## config.mk

```make
export PLATFORM = sky130hd
export DESIGN_NAME = uart_poller
export DESIGN_NICKNAME = d
export VERILOG_FILES = /design/src/rtl/uart_pkg.sv /design/src/rtl/sync_fifo.sv /design/src/rtl/uart_poller.sv
export SDC_FILE = /design/constraint.sdc
export NUM_CORES = 1
export LEC_CHECK = 0
export ABC_AREA = 1
export CAP_MARGIN = 20
export CORE_MARGIN = 2
export CORE_UTILIZATION = 45
export CTS_BUF_LIST = sky130_fd_sc_hd__clkbuf_4 sky130_fd_sc_hd__clkbuf_8
export DETAILED_ROUTE_END_ITERATION = 8
export PLACE_DENSITY = 0.64
export SYNTH_ARGS = -nofsm -noshare
export SYNTH_HDL_FRONTEND = slang
export SYNTH_SLANG_ARGS = --single-unit
```

## constraint.sdc

```tcl
create_clock -name clk -period 3.6 [get_ports clk]
set_input_delay 0.36 -clock clk [delete_from_list [all_inputs] [get_ports clk]]
set_output_delay 0.36 -clock clk [all_outputs]
set_load 0.03 [all_outputs]
```

## src/rtl/uart_pkg.sv

```systemverilog
// Shared constants and state encoding for the UART polling engine.
package uart_pkg;

   // Status register bit positions as returned by the UART on a status read
   localparam int STAT_TX_BUSY = 15;
   localparam int STAT_RX_FULL = 14;

   // Register select values on ua_a0
   localparam logic A0_STATUS = 1'b0;
   localparam logic A0_DATA   = 1'b1;

   // Polling engine states; the encoding is also visible on the fsm_state debug port
   typedef enum logic [2:0] {
      ST_IDLE = 3'd0,
      ST_POLL = 3'd1,
      ST_RD   = 3'd2,
      ST_WR   = 3'd3,
      ST_GAP  = 3'd4
   } state_t;

endpackage

```

## src/rtl/sync_fifo.sv

```systemverilog
// Single-clock first-word-fall-through FIFO with occupancy output.
// Pointers carry one extra wrap bit, so level is simply wr_ptr - rd_ptr.
// A push while full is accepted only when a pop happens on the same edge.
module sync_fifo #(
   parameter int WIDTH = 8,
   parameter int DEPTH = 16
) (
   input  logic                     clk,
   input  logic                     reset_b,
   input  logic                     push,
   input  logic [WIDTH-1:0]         push_data,
   input  logic                     pop,
   output logic [WIDTH-1:0]         head,
   output logic [$clog2(DEPTH):0]   level,
   output logic                     full,
   output logic                     empty
);

   localparam int AW = $clog2(DEPTH);

   logic [WIDTH-1:0] mem [DEPTH];
   logic [AW:0]      wr_ptr;
   logic [AW:0]      rd_ptr;
   logic             do_push;
   logic             do_pop;

   assign level   = wr_ptr - rd_ptr;
   assign full    = (level == (AW+1)'(DEPTH));
   assign empty   = (level == '0);
   assign do_pop  = pop & ~empty;
   assign do_push = push & (~full | do_pop);
   // Head reads as zero while empty so the client never sees stale data
   assign head    = empty ? '0 : mem[rd_ptr[AW-1:0]];

   // Storage array: written on accepted push, no reset needed
   always_ff @(posedge clk) begin
      if (do_push) mem[wr_ptr[AW-1:0]] <= push_data;
   end

   // Read and write pointers advance on accepted pop and push
   always_ff @(posedge clk or negedge reset_b) begin
      if (!reset_b) begin
         wr_ptr <= '0;
         rd_ptr <= '0;
      end else begin
         if (do_push) wr_ptr <= wr_ptr + 1'b1;
         if (do_pop)  rd_ptr <= rd_ptr + 1'b1;
      end
   end

endmodule

```

## src/rtl/uart_poller.sv

```systemverilog
// Bus initiator that turns the UART register port into two byte streams.
// The engine polls the status register; a POLL that finds rx_full (and RX
// FIFO space) is followed by a data read, otherwise a POLL that finds the
// transmitter idle (and TX data queued) is followed by a data write.
// Every access is one cycle with cs_b low. Bus outputs are registered from
// the next-state value, so ua_din never reaches ua_* combinationally.
// Client handshakes: a transfer happens on a rising edge where valid and
// ready are both high; valid may not depend on ready.
module uart_poller
   import uart_pkg::*;
#(
   parameter int DEPTH    = 16,
   parameter int POLL_GAP = 0
) (
   input  logic                     clk,
   input  logic                     reset_b,
   input  logic                     enable,
   output logic                     ua_cs_b,
   output logic                     ua_rnw,
   output logic                     ua_a0,
   output logic [15:0]              ua_dout,
   input  logic [15:0]              ua_din,
   input  logic [7:0]               tx_data,
   input  logic                     tx_valid,
   output logic                     tx_ready,
   output logic [7:0]               rx_data,
   output logic                     rx_valid,
   input  logic                     rx_ready,
   output logic [$clog2(DEPTH):0]   tx_level,
   output logic [$clog2(DEPTH):0]   rx_level,
   output logic [2:0]               fsm_state
);

   localparam int GW = (POLL_GAP > 1) ? $clog2(POLL_GAP) : 1;
   localparam logic [GW-1:0] GAP_LOAD = GW'((POLL_GAP > 0) ? POLL_GAP - 1 : 0);

   state_t        state;
   state_t        nxt;
   logic [GW-1:0] gap_cnt;

   logic [7:0] tx_head;
   logic       tx_full;
   logic       tx_empty;
   logic       rx_full;
   logic       rx_empty;
   logic       unused_din;

   // Status bits other than tx_busy/rx_full are don't-care
   assign unused_din = ^ua_din[13:8];

   assign tx_ready  = ~tx_full;
   assign rx_valid  = ~rx_empty;
   assign fsm_state = state;

   sync_fifo #(.WIDTH(8), .DEPTH(DEPTH)) u_tx_fifo (
      .clk       (clk),
      .reset_b   (reset_b),
      .push      (tx_valid),
      .push_data (tx_data),
      .pop       (state == ST_WR),
      .head      (tx_head),
      .level     (tx_level),
      .full      (tx_full),
      .empty     (tx_empty)
   );

   sync_fifo #(.WIDTH(8), .DEPTH(DEPTH)) u_rx_fifo (
      .clk       (clk),
      .reset_b   (reset_b),
      .push      (state == ST_RD),
      .push_data (ua_din[7:0]),
      .pop       (rx_ready),
      .head      (rx_data),
      .level     (rx_level),
      .full      (rx_full),
      .empty     (rx_empty)
   );

   // Next-state decision; POLL uses the status word present at the end of the cycle
   always_comb begin
      nxt = state;
      case (state)
         ST_IDLE: if (enable) nxt = ST_POLL;
         ST_POLL: begin
            if (!enable)
               nxt = ST_IDLE;
            else if (ua_din[STAT_RX_FULL] && !rx_full)
               nxt = ST_RD;
            else if (!ua_din[STAT_TX_BUSY] && !tx_empty)
               nxt = ST_WR;
            else if (POLL_GAP > 0)
               nxt = ST_GAP;
            else
               nxt = ST_POLL;
         end
         ST_RD, ST_WR: nxt = enable ? ST_POLL : ST_IDLE;
         ST_GAP: begin
            if (!enable)
               nxt = ST_IDLE;
            else if (gap_cnt == '0)
               nxt = ST_POLL;
            else
               nxt = ST_GAP;
         end
         default: nxt = ST_IDLE;
      endcase
   end

   // State register, gap down-counter and registered bus outputs for the upcoming cycle
   always_ff @(posedge clk or negedge reset_b) begin
      if (!reset_b) begin
         state   <= ST_IDLE;
         gap_cnt <= '0;
         ua_cs_b <= 1'b1;
         ua_rnw  <= 1'b1;
         ua_a0   <= A0_STATUS;
         ua_dout <= 16'h0000;
      end else begin
         state <= nxt;
         if (state == ST_POLL && nxt == ST_GAP)
            gap_cnt <= GAP_LOAD;
         else if (state == ST_GAP && gap_cnt != '0)
            gap_cnt <= gap_cnt - 1'b1;
         ua_cs_b <= !(nxt == ST_POLL || nxt == ST_RD || nxt == ST_WR);
         ua_rnw  <= (nxt != ST_WR);
         ua_a0   <= (nxt == ST_RD || nxt == ST_WR) ? A0_DATA : A0_STATUS;
         // TX head cannot change between the authorising POLL and the WR
         ua_dout <= (nxt == ST_WR) ? {8'h00, tx_head} : 16'h0000;
      end
   end

endmodule
```

==> flow_summary.toml, run 1 <==
[timing]
tightestPinTransition_ns = 0.747
slew_violations = 0
clock_skew_ns = 0.0343
setup-tns-final_ns = 0
finalHoldViolations = 0
max_freq_ghz = 0.295
finalCritPeriodShare_pct = 94.3
max_slew_margin_pct = 50.2
rsz0062_at_grt = "no"
setup_viol = 0
fin_crit_ns = 3.39

[worst_setup_path]
cp_slowest_stage_delay_ns = 0.40
cp_max_fo = 8
timing.rr.end = "u_tx_fifo.mem[7][5]$_DFFE_PP_"
critical_path_buf_inv_count = 3
required_ns = 3.24
end_kind = "output port"
reg2reg_from = "u_tx_fifo.rd_ptr[1]$_DFFE_PN0P_"
crit_path_start_kind = "register"
startpoint = "u_rx_fifo.wr_ptr[0]$_DFFE_PN0P_"
slowest_stage = "fa_1"
crit_type = "register to output port"
crit_family = "simple AND/OR/NAND/NOR gates"
critical_path_arrival_ns = 3.03
cp_num_cells = 9
rr_worst_depth = 11
reg2reg_slack_ns = 0.83
crit_chain = "inv_1, ha_1, fa_1, xnor2_1, nor2_2, nand4_1, inv_2, nor3_1, buf_4"
critPathCapture = "rx_data[4]"

[die]
die_h_um = 170
io_pins = 71
design.die.area_sq_um = 28700
initial_core_util_pct = 45.7
fp.dieW_um = 170
rows = 60
core_area_sq_um = 27000

[clock_tree]
cts_max_level = 2
cts_made_buffers = 47
cts_sinks = 291
clk_pin_slew_ns = 0.06
cts_tree = "yes"
insertion_delay_ns = 0.57
cts_root_buffer = "clkbuf_8"
clockBufferDepth = 3

[yosys]
post-synth-top-area-cell = "edfxtp_1"
synth_compound_area_share_pct = 8.78
synth_warnings = 0
ys_seq_elements = 291
synthAdderAreaFrac_pct = 2.15
synth_top_family_by_area = "simple AND/OR/NAND/NOR gates"
yosys.area_share.simple_pct = 14.3
synthMuxAreaShare_pct = 0
syn-instance-count = 1036
synth.area.top_cells = "edfxtp_1 62%, nand2_1 7.7%, dfrtp_1 6.7%, a21oi_1 4.7%, a22oi_1 2.1%"
synth_xor_area_share_pct = 1.28
synth.top_cell.area_share_pct = 62.4
ys_seq_area_share_pct = 69.5
synth_cell_types = 38
synth_edf_count = 256
syn_area_sq_um = 12300
ys.flop_type = "edfxtp_1"
synth_area_per_cell_sq_um = 11.9
async_reset_ff_share_pct = 12.0

[route]
wire_per_inst_um = 18.6
avgViaCountPerCell = 5.40
firstDrtPassIters = 5
drt_iter0_markers = 668
drtAntennaViolNets = 0
drc = 0
vias = 8187
routed_wl_um = 28200

[power]
power.share.clock_pct = 24.9
p_switching_uw = 4910
p_leak_uw = 0.00545
seqPwrFrac_pct = 33.8
swShare_pct = 39.7
p_per_area_nw_per_um2 = 858
pwr-share-comb_pct = 41.3
peakVddDrop_uv = 907
p_int_uw = 7450

[cells_and_area]
nets = 1185
final_area_sq_um = 14400
area_delta_synth_final_pct = 16.9
layout-drive-gt1-share_pct = 14.2
fillCellCount = 2315
multi_input_area_sq_um = 3300
ff_latch_area_sq_um = 8570
diodes = 0

[placed_design]
dp_hpwl_um = 17200
placed_area_sq_um = 13400
gp_congestion = 0.833
io_buffer_count = 56

[global_routing]
gr-usage-all-layers_pct = 19.9
grt_max_degree = 68
grt_pass1_wl_um = 43900
antenna_found_initial = 0
globalRouteOverflowTotal = 0
grt_pass1_vias = 7956

[hold_path]
hold_path_class = "input pin to asynchronous set/reset pin"

[outcome]
outcome = "finished clean"

[run]
maxCapViolCount = 0
==> Yosys cell counts, drive strengths merged, types with 3 or more instances <==
cell type	number
inv	44
nand2	258
a22o	8
buf	44
nor3	40
nand3	50
ha	18
xnor2	6
nor2	44
xor2	12
a21oi	116
a22oi	34
clkbuf	15
o22ai	8
nand4	8
o21ai	23
edfxtp	256
dfrtp	33
nand3b	7
clkinv	3
==> kinds of logic (layout without fill, tap and decap cells) <==
| group | count (synthesis) | count (layout) |
|---|---|---|
| and+or+nand+nor | 410 | 410 |
| xor gates and xnor gates | 18 | 18 |
| buffers and inverters | 106 | 238 |
| AOI/OAI and AO/OA | 190 | 190 |
| DFF | 291 | 291 |
| adders and majority gates | 20 | 20 |
| other | 1 | 8 |
==> flip-flops by register name, summed over array words and instances (netlist names) <==
signal	count
u_rx_fifo.mem	128
ua_cs_b	1
ua_rnw	1
u_tx_fifo.wr_ptr	5
u_tx_fifo.rd_ptr	5
ua_a0	1
gap_cnt	1
ua_dout	8
u_rx_fifo.wr_ptr	5
u_tx_fifo.mem	128
fsm_state	3
u_rx_fifo.rd_ptr	5
==> routing by layer <==
layer	global-route usage, %	share of wire (%)	routed length [um]	vias up
met1	27.2	43	12200	3976
met4	6.09	2.1	587	0
li1	-	-	-	3871
met3	3.22	6.1	1710	48
met5	0	0	0	-
met2	32.9	48	13700	292
==> worst min-delay path by stage <==
stage                                                  to  cells after the start
after global placement    u_tx_fifo.wr_ptr[4]$_DFFE_PN0P_                      2
after floorplan                    fsm_state[0]$_DFF_PN0_                      0
after global routing                      ua_a0$_DFF_PN0_                      3
after detailed placement  u_tx_fifo.wr_ptr[4]$_DFFE_PN0P_                      2
final                     u_tx_fifo.wr_ptr[4]$_DFFE_PN0P_                      3
after CTS                          fsm_state[2]$_DFF_PN0_                      3
==> tightest hold or removal path: stages <==
cell	delay, ns
dlygate4sd3_1	0.52
buf_2	0.10
buf_4	0.45
==> cells in the final DEF, fill, tap and decap left out, types with 2 or more instances in the layout <==
cell             synthesis  layout
edfxtp_1               256     256
nand2_1                254     254
a21oi_1                116     116
buf_4                   13      56
clkbuf_8                 0      50
nand3_1                 48      48
clkdlybuf4s50_1          0      43
nor2_1                  42      42
nor3_1                  39      39
inv_1                   40      38
a22oi_1                 34      34
dfrtp_1                 33      29
o21ai_0                 19      19
ha_1                    18      18
clkbuf_4                 0      18
xor2_1                  12      12
clkinv_2                 0      12
o22ai_1                  8       8
a22o_1                   8       8
conb_1                   1       8
nand4_1                  7       7
nand3b_1                 7       7
inv_2                    4       6
xnor2_1                  6       6
clkinv_1                 3       5
bufinv_16                0       4
dfrtp_2                  0       4
nand2_2                  3       3
o21ai_1                  3       3
nor2_2                   2       2
and3_1                   2       2
fa_1                     2       2
dfstp_2                  2       2
==> repair_timing <==
action,in CTS,in global routing
buffers inserted,0,0
hold buffers,1,0
setup endpoints to repair,0,9
gates resized for setup,0,3
hold endpoints to repair,33,0
==> layout make-up <==
cell class,count,area share [%]
multi-input combinational,646,22.9
sequential,291,59.5
clock inverter,20,1.49
clock buffer,68,5.71
tap,341,2.96
timing repair buffer,103,6.24
inverter,47,1.22
==> power by group through the flow <==
stage	clock network (uW)	logic [uW]	registers, uW
6_report	3070	5110	4180
5_1_grt	3290	5610	4210
4_1_cts	3150	5130	4170
3_3_place_gp	0	5030	4230
2_1_floorplan	0	3520	4200
3_5_place_dp	0	5110	4240
==> per-stage QoR <==
stage	power [uW]	util (%)	instances	hold WS (ns)	worst slack [ns]
2_1_floorplan	7720	-	1043	0.0644	0.222
3_3_place_gp	9260	49.5	1427	0.473	0.637
3_5_place_dp	9340	49.5	1427	0.477	0.625
4_1_cts	12400	53.4	1516	0.394	0.0180
5_1_grt	13100	53.5	1516	0.434	0.0246
6_report	12400	53.5	1516	0.412	0.207
Power figures use the tool's default switching activity.
==> run 2: changes to the inputs <==
GPL_TIMING_DRIVEN = 0   (was unset)
==> run 2 against run 1 <==
  * Clock skew is 0.0038 ns lower
  * Critical path depth is 3 higher
  * Sequential power hardly changed
  * Clock power is 4% lower
  * Non-clock buffer count is 40 higher
  * Power is 0.67% higher
  * Register-to-register slack worse by 0.52 ns
  * Critical endpoint is now rx_data[0]
  * Largest cell class unchanged
==> flow_summary.toml, run 2 (synthesized netlist as in run 1, its figures left out) <==
[outcome]
outcome = "finished clean"

[worst_setup_path]
critical_path_arrival_ns = 3.07
crit_type = "register to output port"
slowest_stage = "dfrtp_1"
required_ns = 3.24
crit_path_start_kind = "register"
crit_chain = "buf_4, clkinv_2, buf_2, ha_1, nand2_1, nand2_1, nand3_1, nand2_1, nand4_1, inv_2, nor3_1, buf_2"
end_kind = "output port"
crit_path_frequent_cell = "nand2_1"
crit_family = "buffers and inverters"
critical_path_buf_inv_count = 5
cp_slowest_stage_delay_ns = 0.43
cp_max_fo = 10

[clock_tree]
cts_sinks = 291
cts_root_buffer = "clkbuf_8"
cts_made_buffers = 48
clockBufferDepth = 3
cts_tree = "yes"
clk_pin_slew_ns = 0.06
cts_max_level = 2
insertion_delay_ns = 0.58

[die]
initial_core_util_pct = 45.7
rows = 60
die_h_um = 170
fp.dieW_um = 170
io_pins = 71
core_area_sq_um = 27000
design.die.area_sq_um = 28700

[route]
drtAntennaViolNets = 0
firstDrtPassIters = 5
vias = 8401
drt_iter0_markers = 618
drc = 0
wire_per_inst_um = 19.1
avgViaCountPerCell = 5.39
routed_wl_um = 29800

[placed_design]
placed_area_sq_um = 13500
io_buffer_count = 56
placedCellCount = 1465
gp_congestion = 0.850
dp_hpwl_um = 19900

[power]
peakVddDrop_uv = 705
p_per_area_nw_per_um2 = 856
finalPower_uw = 12400
p_leak_uw = 0.00555

[cells_and_area]
final_common_cell = "edfxtp_1"
diodes = 0
nets = 1226
fillCellCount = 2255
layout_common_cells = "256 x edfxtp_1, 254 x nand2_1, 116 x a21oi_1"
final_area_sq_um = 14500
layout-drive-gt1-share_pct = 15.6
area_delta_synth_final_pct = 17.9
layout.cells.non_filler = 1558
ff_latch_area_sq_um = 8570
multi_input_area_sq_um = 3340
final_util_pct = 53.9

[global_routing]
globalRouteOverflowTotal = 0
antenna_found_initial = 0
grt_max_degree = 23
grt_pass1_wl_um = 45600
grt_pass1_vias = 8178
gr-usage-all-layers_pct = 20.8

[timing]
timing.hold.ws_ns = 0.239
max_freq_ghz = 0.291
slew_violations = 0
max_slew_margin_pct = 39.0
fin_crit_ns = 3.43
tightestPinTransition_ns = 0.911
finalCritPeriodShare_pct = 95.4
rsz0062_at_grt = "no"
setup_viol = 0
clock_skew_ns = 0.0306
finalHoldViolations = 0

[hold_path]
hold_path_class = "input pin to asynchronous set/reset pin"

[run]
maxCapViolCount = 0
-- run 2: cell count changes in the layout (fill, tap and decap cells not counted), moves of 4 or more --
| cell | before | now |
|---|---|---|
| bufinv_16 | 4 | 0 |
| clkinv_1 | 5 | 9 |
| nor3_1 | 39 | 31 |
| clkinv_2 | 12 | 6 |
| clkbuf_8 | 50 | 56 |
| nor3_2 | 0 | 8 |
| dfrtp_2 | 4 | 0 |
| dfrtp_1 | 29 | 33 |
| buf_4 | 56 | 23 |
| clkbuf_1 | 0 | 14 |
| buf_2 | 1 | 55 |
-- run 2: power by group --
group / internal [uW] / total, uW / switching (uW)
clock: 1630 / 2950 / 1330
sequential: 3970 / 4170 / 201
combinational: 1740 / 5320 / 3570
total: 7340 / 12400 / 5100
-- run 2: worst paths after layout --
check | to | slack [ns] | from | cells past startpoint
max reg2reg | u_tx_fifo.mem[2][5]$_DFFE_PP_ | 0.31 | u_tx_fifo.rd_ptr[1]$_DFFE_PN0P_ | 13
max in group asynchronous | ua_dout[3]$_DFF_PN0_ | 2.90 | reset_b | 3
max | rx_data[0] | 0.17 | u_rx_fifo.rd_ptr[1]$_DFFE_PN0P_ | 12
min in group clk | fsm_state[2]$_DFF_PN0_ | 0.40 | enable | 3
min reg2reg | fsm_state[2]$_DFF_PN0_ | 0.52 | gap_cnt$_DFFE_PN0P_ | 2
min | u_rx_fifo.rd_ptr[3]$_DFFE_PN0P_ | 0.24 | reset_b | 2
-- run 2: final cells by class --
class / instances / share of cell area [%]
clock buffer: 75 / 6.28
multi-input combinational: 646 / 23.0
buffer: 58 / 2.16
clock inverter: 15 / 0.620
inverter: 47 / 1.23
timing repair buffer: 85 / 4.87
tap: 341 / 2.94
sequential: 291 / 58.9
-- run 2: per-stage QoR --
stage          worst slack (ns)  TNS [ns]
2_1_floorplan             0.222         0
3_3_place_gp             -0.227    -14.35
3_5_place_dp            -0.0553   -0.0632
4_1_cts                 0.00335         0
5_1_grt                  0.0109         0
6_report                  0.167         0
-- run 2: repair_timing --
| item | 4_1_cts | 5_1_grt |
|---|---|---|
| resized for setup | 44 | 9 |
| hold buffers | 1 | 0 |
| setup buffers | 1 | 2 |
| hold endpoints to repair | 13 | 0 |
| endpoints found under the setup margin | 10 | 10 |
| pin swaps | 1 | 1 |
-- run 2: per-layer routing --
layer / up-vias / global-route usage (%) / wire [um]
met5: - / 0 / 0
met4: 0 / 7.99 / 975
met3: 65 / 3.38 / 1950
met2: 351 / 33.4 / 13800
met1: 4021 / 28.8 / 13100
li1: 3964 / - / -
